===== config.mk =====
export PLATFORM = sky130hd
export DESIGN_NAME = usequencer_cstore_ctrl_flat
export DESIGN_NICKNAME = d
export VERILOG_FILES = /design/src/rtl/usequencer_cstore_ctrl_if.sv /design/src/rtl/usequencer_cstore_ctrl.sv /design/src/flat_wrapper.sv
export SDC_FILE = /design/constraint.sdc
export NUM_CORES = 1
export LEC_CHECK = 0
export BUFFER_PORTS_ARGS = -buffer_cell sky130_fd_sc_hd__buf_2
export CAP_MARGIN = 0
export CORE_MARGIN = 1
export CORE_UTILIZATION = 44
export DETAILED_ROUTE_END_ITERATION = 7
export HOLD_SLACK_MARGIN = 0.03
export PLACE_DENSITY_LB_ADDON = 0.08
export SETUP_SLACK_MARGIN = 0.5
export SLEW_MARGIN = 20
export SYNTH_ARGS = -nofsm -noshare
export SYNTH_HDL_FRONTEND = slang
export SYNTH_SLANG_ARGS = --single-unit

===== constraint.sdc =====
create_clock -name uSequencer_CLOCK_50 -period 1.7 [get_ports uSequencer_CLOCK_50]
set_clock_uncertainty 0.15 [all_clocks]
set_input_delay 0.085 -clock uSequencer_CLOCK_50 [delete_from_list [all_inputs] [get_ports uSequencer_CLOCK_50]]
set_output_delay 0.085 -clock uSequencer_CLOCK_50 [all_outputs]
set_load 0.005 [all_outputs]

===== src/rtl/usequencer_cstore_ctrl_if.sv =====
`default_nettype none
// ============================================================================
//  Module      : usequencer_cstore_ctrl_if
//  Description : Bundle of the sequencer's status, control-store and
//                datapath-control signals.
//                master : the sequencer (drives CS address and MIR fields)
//                slave  : the environment (flags, IR fields, memory ready,
//                         control-store data)
//  Ports       : none (signal bundle only)
//  Revision    : 1.0 - initial release
// ============================================================================
interface usequencer_cstore_ctrl_if #(
    parameter int DATAWIDTH_UADDR = 11,
    parameter int DATAWIDTH_MIR   = 41
);
    // Inputs to the sequencer
    logic [3:0]                 uSequencer_FLAGs_In;        // PSR {n,z,v,c}
    logic                       uSequencer_IR13_In;
    logic [1:0]                 uSequencer_RegIR_OP_In;
    logic [2:0]                 uSequencer_RegIR_OP2_In;
    logic [5:0]                 uSequencer_RegIR_OP3_In;
    logic                       uSequencer_MemReady_InHigh;
    logic [DATAWIDTH_MIR-1:0]   uSequencer_CSData_In;
    // Outputs from the sequencer
    logic [DATAWIDTH_UADDR-1:0] uSequencer_CSAddress_Out;
    logic [5:0]                 uSequencer_A_Out;
    logic                       uSequencer_AMUX_Out;
    logic [5:0]                 uSequencer_B_Out;
    logic                       uSequencer_BMUX_Out;
    logic [5:0]                 uSequencer_C_Out;
    logic                       uSequencer_CMUX_Out;
    logic                       uSequencer_RD_Out;
    logic                       uSequencer_WR_Out;
    logic [3:0]                 uSequencer_ALU_Out;
    logic                       uSequencer_CWrite_OutHigh;
    logic                       uSequencer_Stall_OutHigh;
    logic [DATAWIDTH_UADDR-1:0] uSequencer_uPC_Out;

    modport master (
        input  uSequencer_FLAGs_In, uSequencer_IR13_In, uSequencer_RegIR_OP_In,
               uSequencer_RegIR_OP2_In, uSequencer_RegIR_OP3_In,
               uSequencer_MemReady_InHigh, uSequencer_CSData_In,
        output uSequencer_CSAddress_Out, uSequencer_A_Out, uSequencer_AMUX_Out,
               uSequencer_B_Out, uSequencer_BMUX_Out, uSequencer_C_Out,
               uSequencer_CMUX_Out, uSequencer_RD_Out, uSequencer_WR_Out,
               uSequencer_ALU_Out, uSequencer_CWrite_OutHigh,
               uSequencer_Stall_OutHigh, uSequencer_uPC_Out
    );

    modport slave (
        output uSequencer_FLAGs_In, uSequencer_IR13_In, uSequencer_RegIR_OP_In,
               uSequencer_RegIR_OP2_In, uSequencer_RegIR_OP3_In,
               uSequencer_MemReady_InHigh, uSequencer_CSData_In,
        input  uSequencer_CSAddress_Out, uSequencer_A_Out, uSequencer_AMUX_Out,
               uSequencer_B_Out, uSequencer_BMUX_Out, uSequencer_C_Out,
               uSequencer_CMUX_Out, uSequencer_RD_Out, uSequencer_WR_Out,
               uSequencer_ALU_Out, uSequencer_CWrite_OutHigh,
               uSequencer_Stall_OutHigh, uSequencer_uPC_Out
    );
endinterface
`default_nettype wire


===== src/rtl/usequencer_cstore_ctrl.sv =====
`default_nettype none
// ============================================================================
//  Module      : usequencer_cstore_ctrl
//  Description : Microprogram sequencer. Holds uPC and MIR, addresses the
//                asynchronous control-store ROM, selects the next
//                micro-address from the MIR COND field and stalls on
//                memory RD/WR until memory acknowledges.
//  Ports       : uSequencer_CLOCK_50     - clock, rising edge
//                uSequencer_Reset_InLow  - asynchronous reset, active low
//                bus (master)            - flags/IR/memory-ready/CS data in;
//                                          CS address, MIR fields, CWrite,
//                                          Stall and uPC out
//  Revision    : 1.0 - initial release
// ============================================================================
module usequencer_cstore_ctrl #(
    parameter int                         DATAWIDTH_UADDR = 11,
    parameter int                         DATAWIDTH_MIR   = 41,
    parameter logic [DATAWIDTH_UADDR-1:0] DATA_UPC_INIT   = '0
) (
    input  wire logic                  uSequencer_CLOCK_50,
    input  wire logic                  uSequencer_Reset_InLow,
    usequencer_cstore_ctrl_if.master   bus
);

    typedef enum logic [1:0] {
        ST_BOOT = 2'd0,
        ST_RUN  = 2'd1,
        ST_WAIT = 2'd2
    } state_t;

    localparam logic [DATAWIDTH_UADDR-1:0] C_UPC_ONE = {{(DATAWIDTH_UADDR-1){1'b0}}, 1'b1};

    state_t                     state_q, state_d;
    logic [DATAWIDTH_UADDR-1:0] upc_q,   upc_d;
    logic [DATAWIDTH_MIR-1:0]   mir_q,   mir_d;

    logic [DATAWIDTH_UADDR-1:0] w_cs_addr;
    logic [DATAWIDTH_UADDR-1:0] w_next_addr;
    logic [DATAWIDTH_UADDR-1:0] w_seq_addr;
    logic [DATAWIDTH_UADDR-1:0] w_jump_addr;
    logic [DATAWIDTH_UADDR-1:0] w_decode_addr;
    logic [5:0]                 w_decode_f;
    logic [2:0]                 w_cond;
    logic                       w_take_jump;
    logic                       w_mem_req;
    logic                       w_stall;
    logic                       w_cwrite;

    assign w_cond      = mir_q[13:11];
    assign w_jump_addr = mir_q[10:0];
    assign w_seq_addr  = upc_q + C_UPC_ONE;           // wraps naturally at 2^width
    assign w_mem_req   = mir_q[19] | mir_q[18];       // RD and WR share one handshake

    // Format-3 instructions (OP!=0) dispatch on OP3; format-2 (OP==0) on OP2.
    assign w_decode_f    = (bus.uSequencer_RegIR_OP_In != 2'b00) ? bus.uSequencer_RegIR_OP3_In
                                                                 : {bus.uSequencer_RegIR_OP2_In, 3'b000};
    assign w_decode_addr = {1'b1, bus.uSequencer_RegIR_OP_In, w_decode_f, 2'b00};

    // Branch condition is evaluated from the live inputs, so a release out of
    // WAIT uses whatever flags are present on that cycle.
    always_comb begin
        w_take_jump = 1'b0;
        case (w_cond)
            3'd1:    w_take_jump = bus.uSequencer_FLAGs_In[3];
            3'd2:    w_take_jump = bus.uSequencer_FLAGs_In[2];
            3'd3:    w_take_jump = bus.uSequencer_FLAGs_In[1];
            3'd4:    w_take_jump = bus.uSequencer_FLAGs_In[0];
            3'd5:    w_take_jump = bus.uSequencer_IR13_In;
            3'd6:    w_take_jump = 1'b1;
            default: w_take_jump = 1'b0;
        endcase
    end

    always_comb begin
        w_next_addr = w_seq_addr;
        if (w_cond == 3'd7) begin
            w_next_addr = w_decode_addr;
        end else if (w_take_jump) begin
            w_next_addr = w_jump_addr;
        end
    end

    always_comb begin
        state_d   = state_q;
        upc_d     = upc_q;
        mir_d     = mir_q;
        w_cs_addr = upc_q;
        w_stall   = 1'b0;
        w_cwrite  = 1'b0;
        case (state_q)
            ST_BOOT: begin
                w_cs_addr = DATA_UPC_INIT;
                mir_d     = bus.uSequencer_CSData_In;
                upc_d     = DATA_UPC_INIT;
                state_d   = ST_RUN;
            end
            ST_RUN, ST_WAIT: begin
                if (w_mem_req && !bus.uSequencer_MemReady_InHigh) begin
                    // Hold the current microword; keep the ROM pointed at it.
                    w_stall = 1'b1;
                    state_d = ST_WAIT;
                end else begin
                    w_cs_addr = w_next_addr;
                    mir_d     = bus.uSequencer_CSData_In;
                    upc_d     = w_next_addr;
                    w_cwrite  = 1'b1;
                    state_d   = ST_RUN;
                end
            end
            default: begin
                state_d = ST_BOOT;
            end
        endcase
    end

    always_ff @(posedge uSequencer_CLOCK_50 or negedge uSequencer_Reset_InLow) begin
        if (!uSequencer_Reset_InLow) begin
            state_q <= ST_BOOT;
            upc_q   <= DATA_UPC_INIT;
            mir_q   <= '0;
        end else begin
            state_q <= state_d;
            upc_q   <= upc_d;
            mir_q   <= mir_d;
        end
    end

    assign bus.uSequencer_CSAddress_Out  = w_cs_addr;
    assign bus.uSequencer_A_Out          = mir_q[40:35];
    assign bus.uSequencer_AMUX_Out       = mir_q[34];
    assign bus.uSequencer_B_Out          = mir_q[33:28];
    assign bus.uSequencer_BMUX_Out       = mir_q[27];
    assign bus.uSequencer_C_Out          = mir_q[26:21];
    assign bus.uSequencer_CMUX_Out       = mir_q[20];
    assign bus.uSequencer_RD_Out         = mir_q[19];
    assign bus.uSequencer_WR_Out         = mir_q[18];
    assign bus.uSequencer_ALU_Out        = mir_q[17:14];
    assign bus.uSequencer_CWrite_OutHigh = w_cwrite;
    assign bus.uSequencer_Stall_OutHigh  = w_stall;
    assign bus.uSequencer_uPC_Out        = upc_q;

endmodule
`default_nettype wire


===== src/flat_wrapper.sv =====
// flat-port wrapper written by rule: the top's interface ports become plain ports
module usequencer_cstore_ctrl_flat 
#(
    parameter int                         DATAWIDTH_UADDR = 11,
    parameter int                         DATAWIDTH_MIR   = 41,
    parameter logic [DATAWIDTH_UADDR-1:0] DATA_UPC_INIT   = '0
)
  (uSequencer_CLOCK_50, uSequencer_Reset_InLow, bus_uSequencer_FLAGs_In, bus_uSequencer_IR13_In, bus_uSequencer_RegIR_OP_In, bus_uSequencer_RegIR_OP2_In, bus_uSequencer_RegIR_OP3_In, bus_uSequencer_MemReady_InHigh, bus_uSequencer_CSData_In, bus_uSequencer_CSAddress_Out, bus_uSequencer_A_Out, bus_uSequencer_AMUX_Out, bus_uSequencer_B_Out, bus_uSequencer_BMUX_Out, bus_uSequencer_C_Out, bus_uSequencer_CMUX_Out, bus_uSequencer_RD_Out, bus_uSequencer_WR_Out, bus_uSequencer_ALU_Out, bus_uSequencer_CWrite_OutHigh, bus_uSequencer_Stall_OutHigh, bus_uSequencer_uPC_Out);
  usequencer_cstore_ctrl_if #(.DATAWIDTH_UADDR(DATAWIDTH_UADDR), .DATAWIDTH_MIR(DATAWIDTH_MIR)) bus_i ();
  input  wire logic uSequencer_CLOCK_50;
  input  wire logic uSequencer_Reset_InLow;
  input wire logic [$bits(bus_i.uSequencer_FLAGs_In)-1:0] bus_uSequencer_FLAGs_In;
  input wire logic [$bits(bus_i.uSequencer_IR13_In)-1:0] bus_uSequencer_IR13_In;
  input wire logic [$bits(bus_i.uSequencer_RegIR_OP_In)-1:0] bus_uSequencer_RegIR_OP_In;
  input wire logic [$bits(bus_i.uSequencer_RegIR_OP2_In)-1:0] bus_uSequencer_RegIR_OP2_In;
  input wire logic [$bits(bus_i.uSequencer_RegIR_OP3_In)-1:0] bus_uSequencer_RegIR_OP3_In;
  input wire logic [$bits(bus_i.uSequencer_MemReady_InHigh)-1:0] bus_uSequencer_MemReady_InHigh;
  input wire logic [$bits(bus_i.uSequencer_CSData_In)-1:0] bus_uSequencer_CSData_In;
  output wire logic [$bits(bus_i.uSequencer_CSAddress_Out)-1:0] bus_uSequencer_CSAddress_Out;
  output wire logic [$bits(bus_i.uSequencer_A_Out)-1:0] bus_uSequencer_A_Out;
  output wire logic [$bits(bus_i.uSequencer_AMUX_Out)-1:0] bus_uSequencer_AMUX_Out;
  output wire logic [$bits(bus_i.uSequencer_B_Out)-1:0] bus_uSequencer_B_Out;
  output wire logic [$bits(bus_i.uSequencer_BMUX_Out)-1:0] bus_uSequencer_BMUX_Out;
  output wire logic [$bits(bus_i.uSequencer_C_Out)-1:0] bus_uSequencer_C_Out;
  output wire logic [$bits(bus_i.uSequencer_CMUX_Out)-1:0] bus_uSequencer_CMUX_Out;
  output wire logic [$bits(bus_i.uSequencer_RD_Out)-1:0] bus_uSequencer_RD_Out;
  output wire logic [$bits(bus_i.uSequencer_WR_Out)-1:0] bus_uSequencer_WR_Out;
  output wire logic [$bits(bus_i.uSequencer_ALU_Out)-1:0] bus_uSequencer_ALU_Out;
  output wire logic [$bits(bus_i.uSequencer_CWrite_OutHigh)-1:0] bus_uSequencer_CWrite_OutHigh;
  output wire logic [$bits(bus_i.uSequencer_Stall_OutHigh)-1:0] bus_uSequencer_Stall_OutHigh;
  output wire logic [$bits(bus_i.uSequencer_uPC_Out)-1:0] bus_uSequencer_uPC_Out;
  assign bus_i.uSequencer_FLAGs_In = bus_uSequencer_FLAGs_In;
  assign bus_i.uSequencer_IR13_In = bus_uSequencer_IR13_In;
  assign bus_i.uSequencer_RegIR_OP_In = bus_uSequencer_RegIR_OP_In;
  assign bus_i.uSequencer_RegIR_OP2_In = bus_uSequencer_RegIR_OP2_In;
  assign bus_i.uSequencer_RegIR_OP3_In = bus_uSequencer_RegIR_OP3_In;
  assign bus_i.uSequencer_MemReady_InHigh = bus_uSequencer_MemReady_InHigh;
  assign bus_i.uSequencer_CSData_In = bus_uSequencer_CSData_In;
  assign bus_uSequencer_CSAddress_Out = bus_i.uSequencer_CSAddress_Out;
  assign bus_uSequencer_A_Out = bus_i.uSequencer_A_Out;
  assign bus_uSequencer_AMUX_Out = bus_i.uSequencer_AMUX_Out;
  assign bus_uSequencer_B_Out = bus_i.uSequencer_B_Out;
  assign bus_uSequencer_BMUX_Out = bus_i.uSequencer_BMUX_Out;
  assign bus_uSequencer_C_Out = bus_i.uSequencer_C_Out;
  assign bus_uSequencer_CMUX_Out = bus_i.uSequencer_CMUX_Out;
  assign bus_uSequencer_RD_Out = bus_i.uSequencer_RD_Out;
  assign bus_uSequencer_WR_Out = bus_i.uSequencer_WR_Out;
  assign bus_uSequencer_ALU_Out = bus_i.uSequencer_ALU_Out;
  assign bus_uSequencer_CWrite_OutHigh = bus_i.uSequencer_CWrite_OutHigh;
  assign bus_uSequencer_Stall_OutHigh = bus_i.uSequencer_Stall_OutHigh;
  assign bus_uSequencer_uPC_Out = bus_i.uSequencer_uPC_Out;
  usequencer_cstore_ctrl #(.DATAWIDTH_UADDR(DATAWIDTH_UADDR), .DATAWIDTH_MIR(DATAWIDTH_MIR), .DATA_UPC_INIT(DATA_UPC_INIT)) u_core (.uSequencer_CLOCK_50(uSequencer_CLOCK_50), .uSequencer_Reset_InLow(uSequencer_Reset_InLow), .bus(bus_i));
endmodule

# Yosys cells after proc, flatten, opt, wreduce, memory -nomap -nowiden

Cells that the tools add are included.

Div/mod/pow operators: 0
Eq/ne operators: 10
Multipliers: 0
$add $sub $neg: 1
Shifts and indexed selects: 0
Reductions and logical operators: 7
Bitwise gates (word level): 1
Multiplexer cells: 14
Order comparisons: 0

Operator list:

| cell                  | count |
|---|---|
| $pmux 41 s2           | 1 |
| $mux 41               | 1 |
| $mux 11               | 3 |
| $pmux 11 s2           | 1 |
| $eq 3x3->1 const B    | 4 |
| $add 11x1->11 const B | 1 |
| $eq 3x2->1 const B    | 2 |
| $mux 6                | 1 |
| $pmux 1 s6            | 1 |
| $mux 1                | 4 |
| $pmux 2 s2            | 1 |
| $reduce_bool 2->1     | 2 |
| $eq 3x1->1 const B    | 1 |
| $eq 2x1->1 const B    | 1 |
| $eq 2x2->1 const B    | 1 |
| $logic_not 2->1       | 1 |
| $mux 2                | 1 |
| $ne 2x2->1 const B    | 1 |
| $reduce_and 2->1      | 1 |
| $reduce_or 2->1       | 1 |
| $logic_and 1x1->1     | 1 |
| $logic_not 1->1       | 1 |
| $or 1x1->1            | 1 |

Memory bits (writable): 0
Memories kept: 0
Bits in read-only memories: 0
Input bits: 60
Logic and storage cells: 36
Output and inout port bits: 51
Latch bits: 0
Flip-flop bits (word level): 54

# Logic depth before layout (Yosys ltp)

Gate-level depths: netlist of run 1.

Depth after elaboration: 6
Gate-level depth with buffers: 10
Mapped depth without buffers: 7

# Least setup slack after synthesis of run 1

OpenSTA, ideal clock, no wires.

Kind: reg2reg
From: register u_core.state_q[0]
To: register u_core.upc_q[6], in the netlist u_core.bus.uSequencer_uPC_Out[6]
Path slack: -0.145 ns
Stages on the path, launching flop included: 10
Setup time: 0.141 ns
Data arrival time: 1.554 ns
Buffers on the path: 2
Period minus slack after synthesis: 1.845 ns
Required time: 1.409 ns
Cell sequence: dfrtp_1 -> inv_1 -> ha_1 -> inv_1 -> nor2_2 -> or2_1 -> buf_2 -> buf_6 -> a22oi_1 -> o21ai_1

Cells in the longest elaborated chain, start to end: 3
Elaborated cells on any way between the ends: 5
Classes of those cells: eq/ne: 2; mux: 1; reduce/logical: 2

RTL lines:

| element                                         | RTL line                      | text |
|---|---|---|
| from (decl)                                     | usequencer_cstore_ctrl.sv:33  | `state_t state_q, state_d;` |
| from (signal assigned)                          | usequencer_cstore_ctrl.sv:122 | `state_q <= state_d;` |
| $eq 2x1->1 / $eq 2x2->1 (equally long branches) | --                            |  |
| $reduce_or 2->1                                 | --                            |  |
| $pmux 11 s2 *                                   | --                            |  |
| named net bus_uSequencer_CSAddress_Out[6]       | flat_wrapper.sv:19            | `output wire logic [$bits(bus_i.uSequencer_CSAddress_Out)-1:0] bus_uSequencer_CSAddress_Out;` |
| to (signal assigned)                            | usequencer_cstore_ctrl.sv:123 | `upc_q <= upc_d;` |
| to (decl)                                       | usequencer_cstore_ctrl.sv:34  | `logic [DATAWIDTH_UADDR-1:0] upc_q, upc_d;` |

The timed path passes the listed nets; every way through them passes the cells marked *.
A chain may end at the register's enable or synchronous reset.

# Worst setup path after layout of run 1

From: register u_core.mir_q[13]
To: output bus_uSequencer_CSAddress_Out[0]

Cells in the longest elaborated chain, start to end: 6
Elaborated cells on any way between the ends: 12
Classes of those cells: eq/ne: 7; mux: 5

RTL lines:

| element                            | RTL line                      | text |
|---|---|---|
| from (decl)                        | usequencer_cstore_ctrl.sv:35  | `logic [DATAWIDTH_MIR-1:0] mir_q, mir_d;` |
| from (signal assigned)             | usequencer_cstore_ctrl.sv:124 | `mir_q <= mir_d;` |
| $eq 3x3->1 (tied with other cells) | usequencer_cstore_ctrl.sv:63  | `case (w_cond)` |
| $pmux 1 s6                         | usequencer_cstore_ctrl.sv:63  |  |
| $mux 11                            | usequencer_cstore_ctrl.sv:78  | `end else if (w_take_jump) begin` |
| $mux 11 *                          | usequencer_cstore_ctrl.sv:76  | `if (w_cond == 3'd7) begin` |
| $mux 11 *                          | usequencer_cstore_ctrl.sv:98  | `if (w_mem_req && !bus.uSequencer_MemReady_InHigh) begin` |
| $pmux 11 s2 *                      | usequencer_cstore_ctrl.sv:90  | `case (state_q)` |
| to (decl)                          | flat_wrapper.sv:19            |  |

Every way passes the cells marked *; elsewhere a longest branch is shown, timed or not.

==> run metrics, run 1 <==
status=complete, but fails checks; failing checks=hold timing, setup timing; Max Root-Sink Buffers=2; fraction of layout cells with a size suffix above 1=48.90%; Hold Vio Cnt, Final=3; crit path DAT=1.96 ns; Clock Latency Late Sink=0.31 ns; power density over cell area=1997 nW/µm²; # rows=28; routed wire length=8246 µm; maximum level of the CTS H-tree=2; Max-Cap Viols=0; ANT nets after route=0; CTS buffer count=5; Finished Layout Cells=576; drt initial violations=114; Via density=4.905; HP Start=bus_uSequencer_RegIR_OP3_In[2]; hpwl dp=4996 µm; most common cell in the netlist=nand2_1; Area Overhead vs Synth=66.62%; DRC Markers=0; ys async rst share=100.0%; post-synth top area share=47.87%; vias in the first global route=2,747; die height=82.10 µm; Seq/Total Area, Yosys=47.87%; RR Startpoint=u_core.mir_q[13]; I/O pin count=111; Commonest cells post-synth=nand2_1, dfrtp_1, buf_4, nor2_1; CP startpoint kind=flip-flop; final instance area=4703 µm²; fin util=77.60%; Peak supply drop=1.176 mV; Crit Path Category=flip-flop to output pin; Cells after Synth=315; DR pass1 iterations=4; IO buf count=110; Max FO, Critical Path=7; CTS clock-pin slew for the worst setup and hold paths=0.10 ns; gr usage total=24.26%; number of instances in the placed design=498; synth warn=0; Yosys top cell by area=dfrtp_1; syn_area_per_cell=8.961 µm²; worst path required time=1.46 ns; Fmax=456.0 MHz; Syn Nets=378; Syn Std Cell Area=2823 µm²; worst hold-check path type=primary input to flip-flop; clock sink count=54; Slew Limit Fails=0; Synth area leaders=dfrtp_1, nand2_1, buf_4; die width=82.10 µm; Worst slew margin=65.45%; placed inst area=3522 µm²; WHS=-0.09569 ns; post-synthesis cell type count=46; Post-synth EDFFs=0; Worst Setup Slack, final=-0.4928 ns; Worst setup EP type=output pin; Inserted Diodes=0; Design Power=9.392 mW; FF+latch count, synth=54; initial antenna violation count=0; final setup fails=60; via count=2,825; DR WL/cell=14.32 µm; nets=563; gr ovfl total=0; first-pass GRT wire length=12,300 µm; Starting Density=46.57%; Die Area=6740 µm²; min Tclk post-route=2.193 ns; Slew @ Worst Pin=0.5183 ns; TritonCTS clock tree=built; Root Buffer=clkbuf_8; Post-CTS Hold Fix Bufs=42; Main synth FF type=dfrtp_1; crit path from=u_core.mir_q[13]; Leakage Power=2.412 nW; Period Utilization, post-route=129.0%; largest net degree at the start of global routing=35; GPL Wtd Cong=0.7664; RSZ-0062 raised after global routing=true; Core ar.=6061 µm²
==> flip-flops by register name, summed over array words and instances (netlist names) <==
signal and flops:
u_core.state_q 2, u_core.mir_q 41, u_core.bus.uSequencer_uPC_Out 11
==> through the flow <==
stage          hold WS (ns)  TNS [ns]  setup slack (ns)
6_report           -0.09569    -11.90           -0.4928
3_3_place_gp       -0.05890    -5.610           -0.1978
2_1_floorplan       -0.3606   -0.5589          -0.07155
4_1_cts             -0.1077    -7.649           -0.4626
3_5_place_dp       -0.06288    -8.851           -0.2552
5_1_grt            -0.09162    -17.33           -0.6229
==> power breakdown <==
group	switching [mW]	total [mW]	internal (mW)
sequential	0.498	2.40	1.90
combinational	2.83	6.21	3.38
clock	0.445	0.782	0.336
==> cell usage in the layout (no fill, tap or decap), types with 3 or more instances in the layout <==
cell,instances
nand2_1,101
buf_2,97
dfrtp_1,51
buf_6,44
dlygate4sd3_1,42
nand2_2,25
buf_4,21
nor2_1,11
o21ai_1,7
mux2i_1,6
clkbuf_8,6
nand3_1,5
buf_12,5
nor2_4,4
inv_1,4
xnor2_1,3
a32oi_1,3
nand2_4,3
dfrtp_2,3
==> repair_timing <==
item | in CTS | in global routing
pin swaps | 10 | 24
setup endpoints to repair | 78 | 78
endpoints found under the hold margin | 101 | 4
gates resized for setup | 63 | 46
setup buffers | 11 | 13
gates cloned | 2 | 2
==> area by class of cell <==
cell class                 count  area, µm²
multi-input combinational    219       1375
clock inverter                 2      16.27
clock buffer                   6      82.58
tap                           75      93.84
fill                         437       1358
timing repair buffer         213       1752
sequential                    54       1355
inverter                       7      28.78
==> routing by layer <==
metal | vias to the layer above | track usage [%] | routed length (µm)
li1 | 1382 | - | -
met3 | 9 | 6.154 | 420
met5 | - | 0 | 0
met2 | 87 | 42.31 | 4101
met4 | 0 | 7.368 | 123
met1 | 1347 | 29.27 | 3600
==> worst max-delay path, stage by stage (launching register included) <==
cell and delay [ns]:
dfrtp_2 0.44, mux2i_2 0.28, o211ai_2 0.13, o21ai_4 0.16, buf_12 0.18, mux2i_1 0.21, o22ai_2 0.11, buf_2 0.14
==> final timing paths <==
| check | slack, ns | end | cells past startpoint |
|---|---|---|---|
| min reg2reg | 0.33 | u_core.mir_q[23] | 2 |
| max reg2reg | -0.43 | u_core.bus.uSequencer_uPC_Out[8] | 9 |
| max in group asynchronous | 0.72 | u_core.mir_q[13] | 3 |
| min | -0.1 | u_core.bus.uSequencer_uPC_Out[4] | 3 |
| max | -0.49 | bus_uSequencer_CSAddress_Out[0] | 7 |
| min in group asynchronous | 0.12 | u_core.bus.uSequencer_uPC_Out[7] | 2 |
==> cell families (layout without fill, tap and decap cells) <==
family / count (synthesis) / after routing / synth area share (%)
XOR/XNOR: 5 / 5 / 1.552
buffers and inverters: 43 / 228 / 10.51
flip-flops: 54 / 54 / 47.87
AO/OA/AOI/OAI: 35 / 35 / 10.64
adder cells (fa/ha/maj): 3 / 3 / 1.330
AND/OR/NAND/NOR: 165 / 166 / 24.33
multiplexers: 10 / 10 / 3.768
Note: power is estimated with default switching activity, not from simulation.
==> run 2: changes to the inputs <==
--- a/config.mk
+++ b/config.mk
@@ -7,10 +7,10 @@
 export LEC_CHECK = 0
 export BUFFER_PORTS_ARGS = -buffer_cell sky130_fd_sc_hd__buf_2
 export CAP_MARGIN = 0
+export CORE_ASPECT_RATIO = 0.6
 export CORE_MARGIN = 1
 export CORE_UTILIZATION = 44
 export DETAILED_ROUTE_END_ITERATION = 7
-export HOLD_SLACK_MARGIN = 0.03
 export PLACE_DENSITY_LB_ADDON = 0.08
 export SETUP_SLACK_MARGIN = 0.5
 export SLEW_MARGIN = 20
==> run 2 against run 1 <==
  * The run still ends with hold timing, setup timing left
  * Cell area shrank 2.4%
  * Largest cell class unchanged
  * Non-clock buffer count shrank 6
  * Wire length grew 4.5%
  * Setup slack lost 0.054 ns
  * Combinational power shrank 7.6%
  * Die area grew 0.15%
  * Count of clock-buffer cells in the layout is the same
==> run metrics, run 2 (synthesized netlist as in run 1, its figures left out) <==
status=complete, but fails checks; failing checks=hold timing, setup timing; min Tclk post-route=2.246 ns; fraction of layout cells with a size suffix above 1=45.66%; Leakage Power=2.342 nW; DR pass1 iterations=4; Post-CTS Hold Fix Bufs=42; die width=105.4 µm; Hold Vio Cnt, Final=3; number of instances in the placed design=503; gr usage total=24.65%; Routed met2 length=4024 µm; routed wire length=8620 µm; largest net degree at the start of global routing=55; max FFs per register=41; clock sink count=54; Inserted Diodes=0; via count=2,859; final setup fails=62; critical-path cell list=ha_2 > buf_4 > nor3b_2 > buf_4 > o2111a_1 > o21ai_1 > o211ai_1 > buf_2; worst path required time=1.46 ns; Sw Ratio=40.08%; nets=557; CP startpoint kind=flip-flop; RSZ-0062 raised after global routing=true; Worst setup EP type=output pin; Top Family by Delay on Critical Path=buffers and inverters; die height=64.04 µm; Worst Path Buf+Inv=3; Finished Layout Cells=579; Slew Limit Fails=0; Clock Latency Late Sink=0.31 ns; initial antenna violation count=0; first-pass GRT wire length=12,890 µm; Peak supply drop=0.9163 mV; ANT nets after route=0; crit path max-delay cell type=dfrtp_1; Max Root-Sink Buffers=2; Core ar.=6138 µm²; Starting Density=45.98%; DR WL/cell=14.89 µm; worst hold-check path type=primary input to flip-flop; Max FO, Critical Path=5; commonest non-fill, non-tap cell in the layout=nand2_1; max incr delay on CP=0.41 ns; Logic pwr share=63.2%; Reg power frac=26.6%; CTS clock-pin slew for the worst setup and hold paths=0.10 ns; Root Buffer=clkbuf_8; DRC Markers=0; Crit Path Category=flip-flop to output pin; wire length on met3=592 µm; NetSw=3.642 mW; Period Utilization, post-route=132.1%; Worst Setup Slack, final=-0.5464 ns; Via density=4.938; Worst slew margin=78.35%; IO buf count=110; Die Area=6750 µm²; gr ovfl total=0; Slew @ Worst Pin=0.3234 ns; TritonCTS clock tree=built; power density over cell area=1979 nW/µm²; vias in the first global route=2,628; most frequent cells in the layout=nand2_1, buf_2, dfrtp_1; I/O pin count=111; most flop-heavy register=u_core.mir_q; met1 wire length=3953 µm; Area Overhead vs Synth=62.63%; # rows=22; Internal Pwr Total=5.445 mW; fin util=74.79%; WHS=-0.06873 ns; Fmax=445.2 MHz; drt initial violations=95; CTS buffer count=5; fill cell count=450; Max-Cap Viols=0; part of the power in the clock network=10.2%; hpwl dp=5116 µm; Design Power=9.086 mW; maximum level of the CTS H-tree=2; GPL Wtd Cong=0.8390; crit path DAT=2.01 ns; Most Frequent Cell on Critical Path=buf_4; top sig layer=met4
run 2: area by class of cell:
class	instances	area, µm²	share of cell area [%]
Sequential cell	54	1355	29.52
Clock buffer	6	82.58	1.799
Timing Repair Buffer	207	1643	35.79
Inverter	7	28.78	0.6269
Multi-Input combinational cell	219	1338	29.14
Tap cell	84	105.1	2.289
Clock inverter	2	38.79	0.8449
run 2: power groups by stage:
stage,clock network [mW],logic [mW],registers [mW]
CTS,0.944,4.57,2.36
global route,0.993,6.21,2.50
global placement,0,3.91,2.33
finish,0.925,5.74,2.42
detailed placement,0,3.97,2.35
floorplan,0,2.76,2.25
run 2: final timing paths:
| check | startpoint | endpoint | slack [ns] | cells after the start |
|---|---|---|---|---|
| hold reg to reg | u_core.mir_q[25] | u_core.mir_q[25] | 0.33 | 2 |
| setup reg to reg | u_core.bus.uSequencer_uPC_Out[1] | u_core.bus.uSequencer_uPC_Out[8] | -0.49 | 10 |
| setup / recovery | u_core.state_q[1] | bus_uSequencer_CSAddress_Out[8] | -0.55 | 8 |
| max in group asynchronous | uSequencer_Reset_InLow | u_core.mir_q[13] | 0.98 | 3 |
| hold / removal | bus_uSequencer_RegIR_OP3_In[2] | u_core.bus.uSequencer_uPC_Out[4] | -0.07 | 3 |
| min in group asynchronous | uSequencer_Reset_InLow | u_core.bus.uSequencer_uPC_Out[10] | 0.13 | 3 |
run 2: routing by layer:
| metal | up-vias | track usage (%) |
|---|---|---|
| met5 | - | 0 |
| met4 | 0 | 4.401 |
| met3 | 7 | 5.510 |
| met2 | 111 | 38.57 |
| met1 | 1372 | 35.43 |
| li1 | 1369 | - |
run 2: worst reg2reg max path: cells and delay by family, from the launching register on:
kind | cells | cell delay (ns)
flip-flops | 1 | 0.46
AND/OR/NAND/NOR | 2 | 0.34
adder cells (fa/ha/maj) | 1 | 0.24
buffers and inverters | 4 | 0.48
AO/OA/AOI/OAI | 3 | 0.43
run 2: metrics by stage:
stage	setup TNS, ns	cell area, µm²	setup WS [ns]	hold slack (ns)
after floorplan	-0.5589	2838	-0.07155	-0.3606
after global placement	-6.581	3503	-0.1866	-0.04521
after detailed placement	-8.274	3503	-0.2033	-0.04309
after CTS	-9.324	4259	-0.4466	-0.07733
after global routing	-19.11	4591	-0.6665	-0.07922
final	-14.43	4591	-0.5464	-0.06873
run 2: what timing repair did:
action,in CTS,in global routing
buffers inserted,8,16
hold endpoints to repair,98,3
cloned,1,1
resized for setup,39,46
setup endpoints to repair,77,78
pin swaps,16,7
